$ cat config.mk
export PLATFORM = sky130hd
export DESIGN_NAME = fpcvt_normalize
export DESIGN_NICKNAME = d
export VERILOG_FILES = /design/src/rtl/fpcvt_normalize.sv
export SDC_FILE = /design/constraint.sdc
export NUM_CORES = 1
export LEC_CHECK = 0
export BUFFER_PORTS_ARGS = -buffer_cell sky130_fd_sc_hd__buf_2
export CAP_MARGIN = 20
export CORE_ASPECT_RATIO = 1.1
export CORE_UTILIZATION = 55
export CTS_CLUSTER_SIZE = 28
export DETAILED_ROUTE_END_ITERATION = 8
export GPL_TIMING_DRIVEN = 1
export PLACE_DENSITY = 0.77
export SETUP_SLACK_MARGIN = 0.3
export SYNTH_ARGS = -nofsm -noshare
export SYNTH_HDL_FRONTEND = slang
export SYNTH_SLANG_ARGS = --single-unit
$ cat constraint.sdc
create_clock -name clk -period 5.2 [get_ports clk]
set_clock_uncertainty 0.1 [all_clocks]
set_input_delay 0.78 -clock clk [delete_from_list [all_inputs] [get_ports clk]]
set_output_delay 0.78 -clock clk [all_outputs]
set_load 0.05 [all_outputs]
$ cat src/rtl/fpcvt_normalize.sv
// Front stage of the 12-bit two's-complement to 8-bit float converter.
// Takes |D|, finds the leading one serially and emits S, sign_rep, E and F.
module fpcvt_normalize (
    input  logic        clk,
    input  logic        rst,
    input  logic        in_valid,
    output logic        in_ready,
    input  logic [11:0] D,
    output logic        out_valid,
    output logic        S,
    output logic [11:0] sign_rep,
    output logic [2:0]  E,
    output logic [3:0]  F
);

    typedef enum logic [1:0] {
        ST_IDLE,
        ST_SHIFT,
        ST_DONE
    } state_t;

    state_t      r_state;
    logic        r_in_ready;
    logic        r_out_valid;
    logic        r_sign;
    logic        r_special;
    logic [11:0] r_mag;
    logic [11:0] r_work;
    logic [2:0]  r_ecnt;
    logic        r_s;
    logic [11:0] r_sign_rep;
    logic [2:0]  r_e;
    logic [3:0]  r_f;

    // Two's-complement magnitude; 0x800 wraps back onto itself.
    logic [11:0] w_mag;
    assign w_mag = D[11] ? (~D + 12'd1) : D;

    // NOTE: every register here is updated with <= so all of them see the
    // pre-edge values of one another regardless of statement order.
    always_ff @(posedge clk) begin
        if (rst) begin
            r_state     <= ST_IDLE;
            r_in_ready  <= 1'b1;
            r_out_valid <= 1'b0;
            r_sign      <= 1'b0;
            r_special   <= 1'b0;
            r_mag       <= '0;
            r_work      <= '0;
            r_ecnt      <= '0;
            r_s         <= 1'b0;
            r_sign_rep  <= '0;
            r_e         <= '0;
            r_f         <= '0;
        end else begin
            r_out_valid <= 1'b0;
            case (r_state)
                ST_IDLE: begin
                    if (in_valid) begin
                        r_sign     <= D[11];
                        r_mag      <= w_mag;
                        r_work     <= {w_mag[10:0], 1'b0};
                        r_ecnt     <= 3'd7;
                        r_special  <= (D == 12'h800);
                        r_in_ready <= 1'b0;
                        r_state    <= ST_SHIFT;
                    end
                end
                ST_SHIFT: begin
                    if (r_special) begin
                        r_s         <= r_sign;
                        r_e         <= 3'd7;
                        r_f         <= 4'b1111;
                        r_sign_rep  <= 12'h800;
                        r_out_valid <= 1'b1;
                        r_state     <= ST_DONE;
                    end else if (r_work[11] || (r_ecnt == 3'd0)) begin
                        r_s         <= r_sign;
                        r_e         <= r_ecnt;
                        r_f         <= r_work[11:8];
                        r_sign_rep  <= r_mag;
                        r_out_valid <= 1'b1;
                        r_state     <= ST_DONE;
                    end else begin
                        r_work <= {r_work[10:0], 1'b0};
                        r_ecnt <= r_ecnt - 3'd1;
                    end
                end
                ST_DONE: begin
                    r_in_ready <= 1'b1;
                    r_state    <= ST_IDLE;
                end
                default: begin
                    r_in_ready <= 1'b1;
                    r_state    <= ST_IDLE;
                end
            endcase
        end
    end

    assign in_ready  = r_in_ready;
    assign out_valid = r_out_valid;
    assign S         = r_s;
    assign sign_rep  = r_sign_rep;
    assign E         = r_e;
    assign F         = r_f;

endmodule

==> impl_metrics.json <==
{
  "place_inst": 340,
  "ios": 37,
  "grt_max_degree": 51,
  "clkSinkCount": 52,
  "tightest_slew_ns": 1.01,
  "setup_viol": 0,
  "fin_cells": 346,
  "peakVddDrop_v": 0.000158,
  "start_kind": "flop",
  "cts_max_path_buffers": 2,
  "worst_hold_slack_ns": 0.356,
  "rows": 24,
  "cp_data_required_time_ns": 5.35,
  "synthCells": 268,
  "synth_flop_cell": "dfxtp_1",
  "cts_buffers": 5,
  "yosysUniqueCellTypes": 51,
  "ant_nets": 0,
  "track_usage_pct": 23.5,
  "cts_tree": "built",
  "synth_warnings": 0,
  "coreArea_sq_um": 4080,
  "wl_per_cell_microns": 14.6,
  "final_common_cell": "dfxtp_1",
  "die_w_microns": 65.1,
  "hold_viol_final": 0,
  "overflow": 0,
  "min_from": "r_mag[11]",
  "io_buffers": 36,
  "layout_common_cells": "dfxtp_1 (52), nor2_1 (38), buf_2 (36)",
  "ys_seq_area_share_pct": 43.2,
  "num_antenna_cells": 0,
  "syn2layout_area_growth_pct": 11.5,
  "synth_edf_count": 0,
  "crit_type": "flop to flop",
  "dr_total_vias": 1990,
  "cts-root-buf": "clkbuf_8",
  "h-tree-depth": 2,
  "cap_violations": 0,
  "drt_wl_total_microns": 5070,
  "drive_gt1_share_pct": 19.0,
  "final_max_slew_viol_count": 0,
  "clkTransAtPathRegs_ns": 0.09,
  "drtPass1Iterations": 4,
  "hold_buffers": 0,
  "initial_core_util_pct": 58.9,
  "grt_pass1_vias": 1794,
  "clock_latency_ns": 0.30,
  "timing.rr.start": "r_state[1]",
  "r2r-end": "sign_rep[2]",
  "die_y_microns": 71.4,
  "utilization_pct": 65.7,
  "drc": 0,
  "hp-class": "flop to flop",
  "antenna_found_initial": 0,
  "routabilityCongestion": 0.876,
  "cts_setup_buffers": 0,
  "drtIter0Drc": 93,
  "fin_crit_ns": 2.57,
  "setup_ws_ns": 2.63,
  "rsz0062_at_grt": "no",
  "postSynth.asyncResetShare_pct": 0,
  "die_area_sq_um": 4650,
  "post_cts_resized": 0,
  "p_per_area_nw_per_um2": 356,
  "finalInstanceArea_sq_um": 2690,
  "cp.arrival_ns": 2.71,
  "post_dp_cell_area_sq_um": 2590,
  "power_mw": 0.956,
  "synth_area_sq_um": 2410,
  "reg2reg_depth": 4,
  "hold_path_end": "r_mag[11]",
  "status": "completed",
  "syn_nets": 286,
  "slew_headroom_pct": 33.0,
  "dp_hpwl_microns": 3540,
  "syn_area_per_cell_sq_um": 8.98,
  "tns_ns": 0,
  "leakagePower_nw": 1.09,
  "pre_cts_ws_ns": 2.61,
  "fin_crit_sh_pct": 49.3,
  "rrSetupSlack_ns": 2.63,
  "crit_fanout": 27,
  "via_per_inst": 5.75,
  "end_kind": "flop",
  "fmax_mhz": 390,
  "grt_pass1_wl_microns": 8510,
  "synth-seq-cells": 52,
  "hold_depth": 2,
  "nNetsFinal": 313
}
worst max-delay path by stage:
stage | to | slack, ns | cells after the start | from
final | sign_rep[2] | 2.63 | 4 | r_state[1]
after CTS | sign_rep[2] | 2.64 | 4 | r_state[1]
after detailed placement | r_work[7] | 2.61 | 7 | D[0]
after floorplan | r_work[7] | 2.91 | 6 | D[0]
after global placement | r_work[7] | 2.71 | 7 | D[0]
after global routing | sign_rep[0] | 2.36 | 4 | r_state[1]
layout make-up:
cell class                 instances  area, sq um
fill                             373         1400
multi-input combinational        193         1270
sequential                        52         1040
timing repair buffer              38          195
clock buffer                       5         68.8
tap                               52         65.1
clock inverter                     1         30.0
inverter                           5         18.8
critical path, cell delays in order (launching register included):
cell,delay [ns]
dfxtp_1,0.42
nand2b_1,0.81
nor2_1,0.33
nor2_1,0.60
a22o_1,0.25
registers in the layout, summed over array words and instances (netlist names):
name	cells
r_state	2
r_sign	1
r_ecnt	3
S	1
F	4
r_work	11
r_mag	12
in_ready	1
r_special	1
E	3
out_valid	1
sign_rep	12
logic make-up (layout without fill, tap and decap cells):
family,count (synthesis),in the layout,synth area share (%)
compound gates,63,63,21.7
mux,4,4,1.66
simple gates,115,115,24.7
fa+ha+maj,3,3,1.56
buf+inv,23,49,4.16
xor+xnor,8,8,2.91
flops,52,52,43.2
where the power goes:
part           switching (mW)  internal [mW]  total (mW)
Sequential             0.0247          0.437       0.462
Combinational           0.154         0.0781       0.232
Clock                   0.124          0.138       0.262
Total                   0.303          0.653       0.956
synthesized netlist by cell type (6+ instances only):
cell type	instances	area, sq um
nand3b_1	6	45.0
a22o_1	11	96.3
a211oi_1	12	90.1
nand2b_1	9	56.3
clkbuf_1	9	33.8
nor2_1	38	143
nor3_1	17	85.1
or3_1	8	50.1
nand2_1	17	63.8
a21oi_1	13	65.1
dfxtp_1	52	1040
layer usage:
layer  GRT usage (%)  up-vias  routed length [microns]
li1                -     1026                        -
met1            32.2      916                     2400
met2            36.3       41                     2410
met3            4.46        7                      197
met4            9.42        0                       63
met5               0        -                        0
No activity file was read; power rests on OpenSTA's default activity.
